**src/rtl/sdr_rd_capture.sv**
```systemverilog
// SDRAM read-data capture: samples DQ CAS_LAT cycles after each READ, buffers BURST_LEN
// words per burst in a FWFT FIFO and hands them to the host with valid/ready and a last tag.
module sdr_rd_capture #(
  parameter int unsigned DSIZE      = 32,
  parameter int unsigned CAS_LAT    = 2,
  parameter int unsigned BURST_LEN  = 4,
  parameter int unsigned FIFO_DEPTH = 8
) (
  input  logic             CLK,
  input  logic             RESET,
  input  logic             RD_CMD,
  input  logic [DSIZE-1:0] DQIN,
  output logic [DSIZE-1:0] RD_DATA,
  output logic             RD_LAST,
  output logic             RD_VALID,
  input  logic             RD_READY,
  output logic             BUSY,
  output logic             OVERFLOW,
  output logic             CMD_ERR
);

  localparam int unsigned SR_W  = CAS_LAT + BURST_LEN;
  localparam int unsigned PTR_W = $clog2(FIFO_DEPTH);
  localparam int unsigned CNT_W = PTR_W + 1;
  localparam int unsigned GAP_W = $clog2(BURST_LEN + 1);

  // Bit 0 of the token register is the capture strobe; a READ loads one token per word
  // so that word k reaches bit 0 just before edge t+CAS_LAT+k.
  localparam logic [SR_W-1:0] TOKEN_MASK =
    ((SR_W'(1) << BURST_LEN) - SR_W'(1)) << (CAS_LAT - 1);
  localparam logic [SR_W-1:0] LAST_MASK = SR_W'(1) << (CAS_LAT + BURST_LEN - 2);

  logic [SR_W-1:0]  token_sr;
  logic [SR_W-1:0]  last_sr;
  logic [GAP_W-1:0] gap_cnt;
  logic [PTR_W-1:0] wr_ptr;
  logic [PTR_W-1:0] rd_ptr;
  logic [CNT_W-1:0] count;

  logic [DSIZE-1:0] mem_data [0:FIFO_DEPTH-1];
  logic             mem_last [0:FIFO_DEPTH-1];

  logic             cmd_acc;
  logic             cmd_rej;
  logic             cap;
  logic             cap_last;
  logic             pop;
  logic             push;
  logic             drop;
  logic [PTR_W-1:0] wr_ptr_n;
  logic [PTR_W-1:0] rd_ptr_n;
  logic [CNT_W-1:0] count_n;
  logic [GAP_W-1:0] gap_cnt_n;
  logic             head_valid_n;
  logic [DSIZE-1:0] head_data_n;
  logic             head_last_n;

  // Command spacing, FIFO occupancy and next head-of-queue selection
  always_comb begin
    cmd_acc      = RD_CMD & (gap_cnt >= GAP_W'(BURST_LEN));
    cmd_rej      = RD_CMD & ~cmd_acc;
    cap          = token_sr[0];
    cap_last     = last_sr[0];
    pop          = RD_VALID & RD_READY;
    push         = cap & ((count < CNT_W'(FIFO_DEPTH)) | pop);
    drop         = cap & ~push;
    wr_ptr_n     = wr_ptr + PTR_W'(push);
    rd_ptr_n     = rd_ptr + PTR_W'(pop);
    count_n      = count;
    gap_cnt_n    = gap_cnt;
    head_data_n  = RD_DATA;
    head_last_n  = 1'b0;

    case ({push, pop})
      2'b10:   count_n = count + CNT_W'(1);
      2'b01:   count_n = count - CNT_W'(1);
      default: count_n = count;
    endcase

    if (cmd_acc) begin
      gap_cnt_n = GAP_W'(1);
    end else if (gap_cnt < GAP_W'(BURST_LEN)) begin
      gap_cnt_n = gap_cnt + GAP_W'(1);
    end

    head_valid_n = (count_n != '0);
    // A word written this edge into the new head slot bypasses the memory
    if (head_valid_n) begin
      if (push && (wr_ptr == rd_ptr_n)) begin
        head_data_n = DQIN;
        head_last_n = cap_last;
      end else begin
        head_data_n = mem_data[rd_ptr_n];
        head_last_n = mem_last[rd_ptr_n];
      end
    end
  end

  always_ff @(posedge CLK) begin
    if (RESET) begin
      token_sr <= '0;
      last_sr  <= '0;
      gap_cnt  <= GAP_W'(BURST_LEN);
      wr_ptr   <= '0;
      rd_ptr   <= '0;
      count    <= '0;
      RD_DATA  <= '0;
      RD_LAST  <= 1'b0;
      RD_VALID <= 1'b0;
      OVERFLOW <= 1'b0;
      CMD_ERR  <= 1'b0;
    end else begin
      token_sr <= (token_sr >> 1) | (cmd_acc ? TOKEN_MASK : '0);
      last_sr  <= (last_sr >> 1) | (cmd_acc ? LAST_MASK : '0);
      gap_cnt  <= gap_cnt_n;
      wr_ptr   <= wr_ptr_n;
      rd_ptr   <= rd_ptr_n;
      count    <= count_n;
      RD_DATA  <= head_data_n;
      RD_LAST  <= head_last_n;
      RD_VALID <= head_valid_n;
      OVERFLOW <= OVERFLOW | drop;
      CMD_ERR  <= CMD_ERR | cmd_rej;
    end
  end

  // Storage carries no reset; pointers and count define what is live
  always_ff @(posedge CLK) begin
    if (!RESET && push) begin
      mem_data[wr_ptr] <= DQIN;
      mem_last[wr_ptr] <= cap_last;
    end
  end

  assign BUSY = (|token_sr) | RD_VALID;

endmodule

```
**config.mk**
```make
export PLATFORM = sky130hd
export DESIGN_NAME = sdr_rd_capture
export DESIGN_NICKNAME = d
export VERILOG_FILES = /design/src/rtl/sdr_rd_capture.sv
export SDC_FILE = /design/constraint.sdc
export NUM_CORES = 1
export LEC_CHECK = 0
export BUFFER_PORTS_ARGS = -buffer_cell sky130_fd_sc_hd__buf_2
export CAP_MARGIN = 10
export CORE_ASPECT_RATIO = 0.5
export CORE_UTILIZATION = 64
export CTS_CLUSTER_SIZE = 24
export DETAILED_ROUTE_END_ITERATION = 8
export GPL_ROUTABILITY_DRIVEN = 0
export PLACE_DENSITY = 0.88
export SYNTH_ARGS = -nofsm -noshare
export SYNTH_HDL_FRONTEND = slang
export SYNTH_SLANG_ARGS = --single-unit
export TNS_END_PERCENT = 5
```
**constraint.sdc**
```tcl
create_clock -name CLK -period 6.9 [get_ports CLK]
set_input_delay 1.035 -clock CLK [delete_from_list [all_inputs] [get_ports CLK]]
set_output_delay 1.035 -clock CLK [all_outputs]
set_load 0.02 [all_outputs]
```
==> qor.yml, run 1 <==
pwr:
  switching_power_mw: 1.512
  total_power_mw: 5.138
  internal-power_mw: 3.625
  power.share.switching_pct: 29.43
  vdd.ir_drop.worst_v: 0.0002143
  power.density_nw_per_um2: 361.7
  p_leak_nw: 4.760
  pwr-share-seq_pct: 44.8
  power_frac_clock_pct: 29.5
  comb_power_share_pct: 25.7
placed_design:
  dp_hpwl_um: 14570
  place_ws_ns: 2.822
  placement.io_buffers: 72
  place_area_um2: 13330
detailed_routing:
  drtIter0Drc: 984
  vias_per_cell: 6.689
  ant_nets: 0
  wl_per_cell_um: 27.94
  num_vias: 7003
  wirelength_um: 29250
  drt_pass1_iterations: 5
  drcViolationCount: 0
finish:
  antenna_cells: 0
  fin_nets: 812
  area_delta_synth_final_pct: 12.48
  finish.instance_area_um2: 14200
  final_core_util_pct: 75.26
  drive_gt1_share_pct: 27.79
global_route:
  antenna_found_initial: 1
  grt_pass1_vias: 7299
  grt_max_degree: 68
  gr-total-overflow: 0
  grt_usage_pct: 29.75
  grt_first_pass_wirelength_um: 44190
setup_path:
  slowest_delay_ns: 0.82
  worstPathCellList: "buf_2 -> nand2_1 -> inv_1 -> ha_4 -> ha_2 -> xnor3_1 -> nand4_1 -> buf_4 -> or2_2 -> nor2_1 -> a2111oi_1"
  slowest_stage: "or2_2"
  r2r_cells: 10
  critPathTopFamily: "simple AND/OR/NAND/NOR gates"
  path_class: "primary input to register"
  required_ns: 7.28
  cp.arrival_ns: 4.08
  critPathBufInv: 3
  timing.rr.start: "RD_VALID"
  worstSetupEndpointType: "register"
  setup.worst_path.start_class: "primary input"
  crit_fanout: 35
  reg2reg_to: "RD_LAST"
  r2r_setup_slack_ns: 3.42
synthesis:
  ys_top_cells_by_count: "edfxtp_1, mux2i_1, mux4_2"
  synth_top_cell_area_share_pct: 62.78
  synth-seq-area-share_pct: 71.97
  synth_flop_cell: "edfxtp_1"
  yosysUniqueCellTypes: 46
  synthTopCellsByArea: "edfxtp_1, mux4_2, dfxtp_1"
  syn_nets: 736
  ys_ff_latch: 322
  synth_most_common_cell: "edfxtp_1"
  syn_area_per_cell_um2: 18.25
  syn_area_um2: 12630
  syn_inst: 692
  synth_top_area_cell: "edfxtp_1"
  synth-async-reset-ratio_pct: 0
  synth-edff-count: 264
  yosys_warnings: 0
sta:
  tightest_slew_ns: 1.015
  drv_slew: 0
  min_period_ns: 3.695
  setup_viol: 0
  fin_worst_skew_ns: 0.01454
  fin_ws_ns: 3.205
  rsz0062_at_grt: "no"
  fmax_mhz: 270.7
  fin_crit_sh_pct: 53.55
  tns_ns: 0
  hold_viol: 0
  maxSlewHeadroom_pct: 32.36
clocking:
  tritoncts: "yes"
  ctsResizeCount: 0
  clockRootBuffer: "clkbuf_16"
  cts_setup_buffers: 0
  htree_num_levels: 1
  hold_buffers: 0
  cts.clk_slew.worst_paths_ns: 0.07
  clockBufferDepth: 3
  cts_sinks: 322
  cts_buffers: 26
  clk_latency_ns: 0.53
die:
  die_y_um: 101.3
  io-pin-count: 73
  die_w_um: 200.7
  dieArea_um2: 20330
  core.rowCount: 35
  initial_core_util_pct: 66.91
  placeableCoreArea_um2: 18870
worst_hold_path:
  hold_path.class: "register to register"
  hp-start: "RD_DATA[18]"
  worstHoldEndpoint: "RD_DATA[18]"
  whs_path_depth: 2
status:
  status: "completed"
job:
  drv_cap: 0
==> layer usage <==
layer | vias to the layer above | global-route usage [%] | share of wire (%)
met4 | 2 | 11.51 | 2.7
li1 | 2903 | - | -
met1 | 3513 | 40.75 | 38
met2 | 515 | 49.12 | 49
met5 | - | 0 | 0.044
met3 | 70 | 5.309 | 10
==> worst max path at each step <==
stage                     cells past startpoint      from             end  slack [ns]
after floorplan                               3     RESET  mem_data[0][0]        2.51
after global placement                       10  RD_READY     RD_DATA[25]        2.94
after detailed placement                     11  RD_READY         RD_LAST        2.82
after CTS                                    10  RD_READY     RD_DATA[27]        3.17
after global routing                         10  RD_READY     RD_DATA[27]        3.01
final                                        11  RD_READY         RD_LAST        3.21
==> cells by family after synthesis <==
family / after synthesis / share of synthesized area [%]
AOI/OAI and AO/OA: 80 / 4.181
xor gates and xnor gates: 8 / 0.6638
adders and majority gates: 8 / 0.7927
buffers and inverters: 50 / 1.883
DFF: 322 / 71.97
muxes: 133 / 17.08
and+or+nand+nor: 91 / 3.428
==> final cells by class <==
class / count / area [um2]
Clock buffer: 35 / 755.7
Clock inverter: 13 / 120.1
Fill cell: 914 / 4669
Inverter: 8 / 30.03
Multi-Input combinational cell: 320 / 3391
Sequential cell: 322 / 9089
Tap cell: 259 / 324.1
Timing Repair Buffer: 90 / 495.5
==> worst min-delay path: cells and delay by family (launching register included) <==
family,cells,cell delay [ns]
flops,1,0.31
mux,1,0.06
simple gates,1,0.05
==> layout by cell type (no fill, tap or decap), types with 2 or more instances in the layout <==
master,count
a21o_1,2
a21oi_1,4
buf_2,72
buf_4,18
bufinv_16,2
clkbuf_1,3
clkbuf_16,27
clkbuf_8,5
clkinv_1,2
clkinv_2,6
clkinvlp_4,3
dfxtp_1,58
edfxtp_1,264
ha_1,6
inv_1,7
mux2i_1,67
mux4_2,66
nand2_1,42
nand2b_1,4
nand3_1,3
nor2_1,12
nor2_4,6
nor2b_1,10
nor3_2,2
o211ai_1,30
o21ai_0,33
o311ai_0,2
xnor2_1,4
xor2_1,2
==> sequential cells by signal, indices dropped and copies added (netlist names) <==
register  flops
mem_data    256
RD_DATA      32
mem_last      8
last_sr       5
count         4
token_sr      4
gap_cnt       3
rd_ptr        3
wr_ptr        3
CMD_ERR       1
OVERFLOW      1
RD_LAST       1
RD_VALID      1
==> power groups by stage <==
| stage | sequential, mW | clock [mW] | combinational [mW] |
|---|---|---|---|
| after global routing | 2.31 | 1.60 | 1.40 |
| after floorplan | 2.44 | 0 | 0.852 |
| after detailed placement | 2.34 | 0 | 1.28 |
| after CTS | 2.30 | 1.52 | 1.32 |
| final | 2.30 | 1.51 | 1.32 |
| after global placement | 2.33 | 0 | 1.23 |
==> metrics by stage <==
step                      instances  hold slack (ns)
after detailed placement        999           0.4226
final                          1047           0.4602
after CTS                      1047           0.4617
after floorplan                 692           0.4138
after global routing           1047           0.4838
after global placement          999           0.4251
(Power assumes the default switching activity.)
==> run 2: changes to the inputs <==
--- a/config.mk
+++ b/config.mk
@@ -5,14 +5,15 @@
 export SDC_FILE = /design/constraint.sdc
 export NUM_CORES = 1
 export LEC_CHECK = 0
+export ABC_AREA = 1
 export BUFFER_PORTS_ARGS = -buffer_cell sky130_fd_sc_hd__buf_2
 export CAP_MARGIN = 10
 export CORE_ASPECT_RATIO = 0.5
-export CORE_UTILIZATION = 64
+export CORE_UTILIZATION = 61
 export CTS_CLUSTER_SIZE = 24
 export DETAILED_ROUTE_END_ITERATION = 8
 export GPL_ROUTABILITY_DRIVEN = 0
-export PLACE_DENSITY = 0.88
+export PLACE_DENSITY = 0.85
 export SYNTH_ARGS = -nofsm -noshare
 export SYNTH_HDL_FRONTEND = slang
 export SYNTH_SLANG_ARGS = --single-unit
==> constraint.sdc (replaced) <==
create_clock -name CLK -period 3.7 [get_ports CLK]
set_input_delay 0.555 -clock CLK [delete_from_list [all_inputs] [get_ports CLK]]
set_output_delay 0.555 -clock CLK [all_outputs]
set_load 0.02 [all_outputs]
==> run 2 against run 1 <==
  * Sequential power increased by 83%
  * First-iteration DRC count increased by 57%
  * Combinational power is 150% higher
  * Via count grew 45%
  * Largest power group unchanged
  * Clock power is 90% higher
  * Largest cell class unchanged
  * Worst setup slack worse by 2.4 ns
  * Global-route usage decreased by 0.25 points
  * Critical path depth rose by 9
==> qor.yml, run 2 <==
pwr:
  vdd.ir_drop.worst_v: 0.0004311  # was 0.0002143 V
  power.density_nw_per_um2: 679.6  # was 361.7 nW/um2
  pwr-share-seq_pct: 40.7  # was 44.8%
  p_leak_nw: 6.335  # was 4.760 nW
  switching_power_mw: 3.683  # was 1.512 mW
  comb_power_share_pct: 31.6  # was 25.7%
  internal-power_mw: 6.652  # was 3.625 mW
  power.share.switching_pct: 35.64  # was 29.43%
  power_frac_clock_pct: 27.7  # was 29.5%
synthesis:
  yosys.area_share.simple_pct: 25.27  # was 3.428%
  syn_area_um2: 13670  # was 12630 um2
  syn_nets: 1397  # was 736
  yosysUniqueCellTypes: 34  # was 46
  synth-seq-area-share_pct: 66.48  # was 71.97%
  synth_top_cell_area_share_pct: 57.99  # was 62.78%
  synth_most_common_cell: "nand2_1"  # was edfxtp_1
  synth-edff-count: 264  # unchanged
  synthTopCellsByArea: "edfxtp_1, nand2_1, dfxtp_1"  # was edfxtp_1, mux4_2, dfxtp_1
  ys_top_cells_by_count: "nand2_1, edfxtp_1, nand3_1"  # was edfxtp_1, mux2i_1, mux4_2
  synth_top_family_by_area: "simple AND/OR/NAND/NOR gates"  # was multiplexers
  syn_area_per_cell_um2: 10.10  # was 18.25 um2
  synth_fa_ha_area_share_pct: 0.7322  # was 0.7926%
  synth_xor_area_share_pct: 0.1922  # was 0.6638%
  ys_ff_latch: 322  # unchanged
  synthMuxAreaShare_pct: 0.07322  # was 17.08%
  yosys_warnings: 0  # unchanged
  synth_top_area_cell: "edfxtp_1"  # unchanged
  syn_inst: 1353  # was 692
  synth_flop_cell: "edfxtp_1"  # unchanged
  synth-async-reset-ratio_pct: 0  # unchanged
  synth_compound_area_share_pct: 0.6956  # was 4.181%
placed_design:
  placedCellCount: 1674  # was 999
  dp_hpwl_um: 19330  # was 14570 um
  place_area_um2: 14320  # was 13330 um2
  place_ws_ns: 0.5135  # was 2.822 ns
  placement.io_buffers: 72  # unchanged
finish:
  mostFrequentLayoutCell: "nand2_1"  # was edfxtp_1
  largest_reg_flops: 256  # unchanged
  fin_nets: 1447  # was 812
  reg_top3: "mem_data x256, RD_DATA x32, mem_last x8"  # unchanged
  antenna_cells: 0  # unchanged
  finish.instance_area_um2: 15210  # was 14200 um2
  drive_gt1_share_pct: 11.80  # was 27.79%
  num-fill-cells: 1434  # was 914
  top_register: "mem_data"  # unchanged
  multiInputGateArea_um2: 3761  # was 3391 um2
  stdcell_count: 1724  # was 1047
  area_delta_synth_final_pct: 11.23  # was 12.48%
  layout_common_cells: "nand2_1, edfxtp_1, nand3_1"  # was edfxtp_1, buf_2, mux2i_1
  seqCellArea_um2: 9089  # unchanged
sta:
  tns_ns: 0  # unchanged
  maxSlewHeadroom_pct: 37.57  # was 32.36%
  min_period_ns: 2.927
  fin_worst_skew_ns: 0.01153  # was 0.01454 ns
  rsz0062_at_grt: "no"  # unchanged
  fmax_mhz: 341.6
  tightest_slew_ns: 0.9365  # was 1.015 ns
  fin_ws_ns: 0.7729  # was 3.205 ns
  fin_crit_sh_pct: 79.11
  drv_slew: 0  # unchanged
  hold-worst-slack_ns: 0.2985  # was 0.4602 ns
  hold_viol: 0  # unchanged
  setup_viol: 0  # unchanged
setup_path:
  worstSetupEndpointType: "register"  # unchanged
  required_ns: 4.13  # was 7.28 ns
  path_class: "register to register"  # was primary input to register
  crit_fanout: 32  # was 35
  setup.worst_path.start_class: "register"  # was primary input
  cp.arrival_ns: 3.35  # was 4.08 ns
worst_hold_path:
  hold_path.class: "primary input to register"  # was register to register
detailed_routing:
  num_vias: 10170  # was 7003
  ant_nets: 0  # unchanged
  vias_per_cell: 5.897  # was 6.689
  drcViolationCount: 0  # unchanged
  wirelength_um: 33230  # was 29250 um
  wl_per_cell_um: 19.27  # was 27.94 um
  drt_pass1_iterations: 6  # was 5
  drtIter0Drc: 1547  # was 984
global_route:
  use_met2_pct: 46.13  # was 49.12%
  grt_first_pass_wirelength_um: 51440  # was 44190 um
  globalRouteMet1Util_pct: 38.87  # was 40.75%
  busiest_layer: "met2"  # unchanged
  gr-usage-met3_pct: 9.277  # was 5.309%
  grt_usage_pct: 29.50  # was 29.75%
  grt_pass1_vias: 9882  # was 7299
  grt_max_degree: 121  # was 68
  gr-total-overflow: 0  # unchanged
  antenna_found_initial: 1  # unchanged
clocking:
  tritoncts: "yes"  # unchanged
  clockBufferDepth: 3  # unchanged
  cts_sinks: 322  # unchanged
  ctsResizeCount: 0  # unchanged
  cts.clk_slew.worst_paths_ns: 0.07  # about the same
  clk_latency_ns: 0.54  # was 0.53 ns
  htree_num_levels: 1  # unchanged
  hold_buffers: 0  # unchanged
  clockRootBuffer: "clkbuf_16"  # unchanged
  cts_buffers: 27  # was 26
  cts_setup_buffers: 0  # unchanged
die:
  io-pin-count: 73  # unchanged
  die_w_um: 213.7  # was 200.7 um
  core.rowCount: 38  # was 35
  die_y_um: 107.9  # was 101.3 um
  placeableCoreArea_um2: 21820  # was 18870 um2
  dieArea_um2: 23050  # was 20330 um2
  initial_core_util_pct: 62.64  # was 66.91%
job:
  drv_cap: 0  # unchanged
status:
  status: "completed"  # unchanged
==> run 2: changes by cell type in the layout (fill, tap and decap cells not counted), sizes merged, moves of 30 or more <==
cell | previous run | this run
inv | 8 | 129
mux2i | 67 | 1
mux4 | 66 | 0
nand2 | 42 | 466
nand3 | 3 | 231
nand4 | 1 | 33
nor2 | 18 | 65
o211ai | 30 | 0
==> run 2: cell type report <==
type,count,area share [%]
clock buffers,31,4.682
clock inverters,19,1.160
inverters,126,3.119
multi-input cells,828,24.73
flip-flops and latches,322,59.77
well taps,300,2.469
repair buffers,98,4.065
==> run 2: cells by family (layout without fill, tap and decap cells) <==
group           count (synthesis)  in the layout
simple gates                  798            798
mux                             1              1
buf+inv                       203            274
compound gates                 18             18
fa+ha+maj                       8              8
flops                         322            322
xor+xnor                        3              3
==> run 2: worst max-delay path: stages (launching register included) <==
cell,delay [ns]
dfxtp_1,0.40
nand2_1,0.09
inv_2,0.10
nor2_1,0.09
nor2_1,0.16
inv_1,0.09
ha_1,0.26
nor2_1,0.17
nor2_2,0.07
ha_1,0.19
inv_1,0.07
nand2_1,0.06
inv_1,0.05
nand2_1,0.05
nand3_1,0.10
nand2_1,0.10
nor2_4,0.13
buf_4,0.33
nand4_1,0.16
nand2_1,0.09
nor2_1,0.05
==> run 2: power groups by stage <==
stage | clock network (mW) | registers [mW] | logic (mW)
6_report | 2.87 | 4.20 | 3.26
5_1_grt | 3.00 | 4.21 | 3.62
4_1_cts | 2.87 | 4.20 | 3.20
3_5_place_dp | 0 | 4.28 | 3.14
3_3_place_gp | 0 | 4.27 | 3.00
2_1_floorplan | 0 | 4.42 | 2.23
==> run 2: final timing paths <==
kind	start	endpoint	cells after the start	slack, ns
setup / recovery	RD_VALID	RD_DATA[9]	20	0.77
hold / removal	DQIN[29]	mem_data[6][29]	1	0.30
setup reg to reg	RD_VALID	RD_DATA[9]	20	0.77
hold reg to reg	last_sr[3]	last_sr[2]	2	0.42
==> run 2: stage by stage <==
step	util [%]	total power, mW
5_1_grt	69.68	10.83
4_1_cts	69.68	10.27
3_5_place_dp	65.61	7.417
2_1_floorplan	-	6.644
6_report	69.68	10.33
3_3_place_gp	65.61	7.266
==> run 2: metal layers <==
metal | part of all wire (%) | routed length, um | vias up
met5 | 0 | 0 | -
met4 | 2.7 | 888 | 0
met3 | 13 | 4446 | 93
met2 | 46 | 15280 | 737
met1 | 38 | 12610 | 4742
li1 | - | - | 4595
==> run 3: changes to the inputs <==
--- a/config.mk
+++ b/config.mk
@@ -5,15 +5,15 @@
 export SDC_FILE = /design/constraint.sdc
 export NUM_CORES = 1
 export LEC_CHECK = 0
-export ABC_AREA = 1
+export ABC_AREA = 0
 export BUFFER_PORTS_ARGS = -buffer_cell sky130_fd_sc_hd__buf_2
 export CAP_MARGIN = 10
 export CORE_ASPECT_RATIO = 0.5
-export CORE_UTILIZATION = 61
+export CORE_UTILIZATION = 60
 export CTS_CLUSTER_SIZE = 24
 export DETAILED_ROUTE_END_ITERATION = 8
 export GPL_ROUTABILITY_DRIVEN = 0
-export PLACE_DENSITY = 0.85
+export PLACE_DENSITY = 0.84
 export SYNTH_ARGS = -nofsm -noshare
 export SYNTH_HDL_FRONTEND = slang
 export SYNTH_SLANG_ARGS = --single-unit
==> constraint.sdc (replaced) <==
create_clock -name CLK -period 2.7 [get_ports CLK]
set_input_delay 0.405 -clock CLK [delete_from_list [all_inputs] [get_ports CLK]]
set_output_delay 0.405 -clock CLK [all_outputs]
set_load 0.02 [all_outputs]
==> run 3 against run 2 <==
  * Clock power up 52%
  * Design area down 3.4%
  * Register-to-register slack worse by 0.70 ns
  * Total power is 32% higher
  * Worst hold slack got worse by 0.16 ns
  * Clock skew is 0.0023 ns lower
  * Critical path type unchanged
==> qor.yml, run 3 (synthesized netlist as in run 1, its figures left out) <==
placed_design:
  placement.io_buffers: 72  # unchanged
  place_ws_ns: -0.02480  # was 0.5135 ns
  place_area_um2: 13680  # was 14320 um2
  placedCellCount: 1034  # was 1674
  dp_hpwl_um: 14870  # was 19330 um
sta:
  rsz0062_at_grt: "yes"  # was no
  fin_worst_skew_ns: 0.009182  # was 0.01153 ns
  drv_slew: 0  # unchanged
  tightest_slew_ns: 0.4947  # was 0.9365 ns
  tns_ns: 0  # unchanged
  maxSlewHeadroom_pct: 67.02  # was 37.57%
  setup_viol: 0  # unchanged
  fin_crit_sh_pct: 97.16  # was 79.11%
  fmax_mhz: 381.2  # was 341.6 MHz
  fin_ws_ns: 0.07677  # was 0.7729 ns
  hold_viol: 0  # unchanged
  min_period_ns: 2.623  # was 2.927 ns
global_route:
  grt_max_degree: 47  # was 121
  grt_first_pass_wirelength_um: 40830  # was 51440 um
  grt_pass1_vias: 7170  # was 9882
  antenna_found_initial: 1  # unchanged
  grt_usage_pct: 25.27  # was 29.50%
  gr-total-overflow: 0  # unchanged
worst_hold_path:
  worstHoldEndpoint: "mem_data[6][17]"  # was mem_data[6][29]
  hp-start: "DQIN[17]"  # was DQIN[29]
  whs_path_depth: 1  # unchanged
  hold_path.class: "primary input to register"  # unchanged
status:
  status: "completed"  # unchanged
setup_path:
  setup.worst_path.start_class: "register"  # unchanged
  r2r_setup_slack_ns: 0.08  # was 0.77 ns
  required_ns: 3.16  # was 4.13 ns
  worstSetupEndpointType: "register"  # unchanged
  reg2reg_to: "RD_DATA[29]"  # was RD_DATA[9]
  r2r_cells: 11  # was 20
  crit_fanout: 25  # was 32
  timing.rr.start: "count[3]"  # was RD_VALID
  cp.arrival_ns: 3.08  # was 3.35 ns
  path_class: "register to register"  # unchanged
clocking:
  cts.clk_slew.worst_paths_ns: 0.07  # about the same
  clockRootBuffer: "clkbuf_16"  # unchanged
  tritoncts: "yes"  # unchanged
  clk_latency_ns: 0.55  # was 0.54 ns
  cts_setup_buffers: 0  # unchanged
  cts_sinks: 322  # unchanged
  htree_num_levels: 1  # unchanged
  cts_buffers: 28  # was 27
  clockBufferDepth: 3  # unchanged
finish:
  seqCellArea_um2: 9090  # was 9089 um2
  fin_nets: 835  # was 1447
  drive_gt1_share_pct: 29.89  # was 11.80%
  top_register: "mem_data"  # unchanged
  final_core_util_pct: 71.31  # was 69.68%
  stdcell_count: 1087  # was 1724
  reg_top3: "mem_data x256, RD_DATA x32, mem_last x8"  # unchanged
  mostFrequentLayoutCell: "edfxtp_1"  # was nand2_1
  multiInputGateArea_um2: 3403  # was 3761 um2
  finish.instance_area_um2: 14690  # was 15210 um2
  area_delta_synth_final_pct: 16.33  # was 11.23%
  largest_reg_flops: 256  # unchanged
  num-fill-cells: 1160  # was 1434
  layout_common_cells: "edfxtp_1, buf_2, mux2i_1"  # was nand2_1, edfxtp_1, nand3_1
die:
  initial_core_util_pct: 61.30  # was 62.64%
  die_y_um: 104.6  # was 107.9 um
  io-pin-count: 73  # unchanged
  placeableCoreArea_um2: 20600  # was 21820 um2
  dieArea_um2: 21670  # was 23050 um2
  die_w_um: 207.2  # was 213.7 um
  core.rowCount: 37  # was 38
detailed_routing:
  top_layer: "met4"  # unchanged
  wl_met1_um: 10500  # was 12610 um
  wirelength_um: 26530  # was 33230 um
  drcViolationCount: 0  # unchanged
  num_vias: 6783  # was 10170
  drtIter0Drc: 649  # was 1547
  vias_per_cell: 6.240  # was 5.897
  wl_met2_um: 13370  # was 15280 um
  wl_per_cell_um: 24.40  # was 19.27 um
  wl_met3_um: 1909  # was 4446 um
  ant_nets: 0  # unchanged
  drt_pass1_iterations: 5  # was 6
pwr:
  power.density_nw_per_um2: 930.4  # was 679.6 nW/um2
  vdd.ir_drop.worst_v: 0.0005964  # was 0.0004311 V
  p_leak_nw: 4.946  # was 6.335 nW
job:
  drv_cap: 0  # unchanged
run 3: changes by cell type in the layout (fill, tap and decap cells not counted), moves of 5 or more:
cell      before  now
nand2_1      463   42
nand3_1      229    3
inv_1        122    7
mux2i_1        1   67
mux4_2         0   66
nor2_1        54   12
nand4_1       32    1
o211ai_1       0   30
o21ai_0        6   33
nor2b_1        0   10
buf_12         5   13
clkinv_2       9    2
buf_4         21   26
run 3: per-stage QoR:
stage / hold WS (ns) / power (mW)
floorplan: 0.4138 / 8.401
global placement: 0.4332 / 9.282
detailed placement: 0.4373 / 9.372
CTS: 0.1205 / 13.74
global route: 0.1354 / 14.15
finish: 0.1404 / 13.67
run 3: routing by layer:
layer / GRT usage (%) / up-vias
li1: - / 2952
met4: 8.689 / 0
met2: 42.69 / 329
met3: 3.667 / 70
met5: 0 / -
met1: 34.35 / 3432
run 3: what timing repair did:
item,in CTS,in global routing
hold buffers,0,0
resized for setup,0,1
setup endpoints to repair,0,27
run 3: how the worst max path moves through the flow:
stage             start        endpoint  slack [ns]  cells after the start
2_1_floorplan  RD_VALID  mem_data[4][0]       -0.25                      4
3_3_place_gp   RD_READY         RD_LAST        0.10                     10
3_5_place_dp   RD_READY         RD_LAST       -0.02                     10
4_1_cts        count[3]     RD_DATA[29]        0.05                     11
5_1_grt        count[3]     RD_DATA[29]       -0.08                     11
6_report       count[3]     RD_DATA[29]        0.08                     11
run 3: power by group:
group / internal [mW] / switching, mW / leakage [nW] / total, mW
clock: 2.55 / 1.80 / 0.473 / 4.36
sequential: 5.67 / 0.199 / 2.85 / 5.87
combinational: 1.60 / 1.85 / 1.62 / 3.44
run 3: worst max-delay path: stages (launching register included):
cell,delay [ns]
dfxtp_1,0.34
a21bo_2,0.20
nand2_1,0.07
ha_1,0.23
xor2_1,0.17
ha_1,0.20
a21oi_2,0.12
mux2i_1,0.23
xnor2_1,0.14
nor4_4,0.32
buf_12,0.27
mux2i_1,0.25
run 3: final cells by class:
class | instances | share of cell area [%]
diodes | 1 | 0.01703
clock buffers | 35 | 5.085
clock inverters | 17 | 1.772
inverters | 8 | 0.2044
multi-input cells | 320 | 23.17
flip-flops and latches | 322 | 61.88
well taps | 273 | 2.325
repair buffers | 111 | 5.553
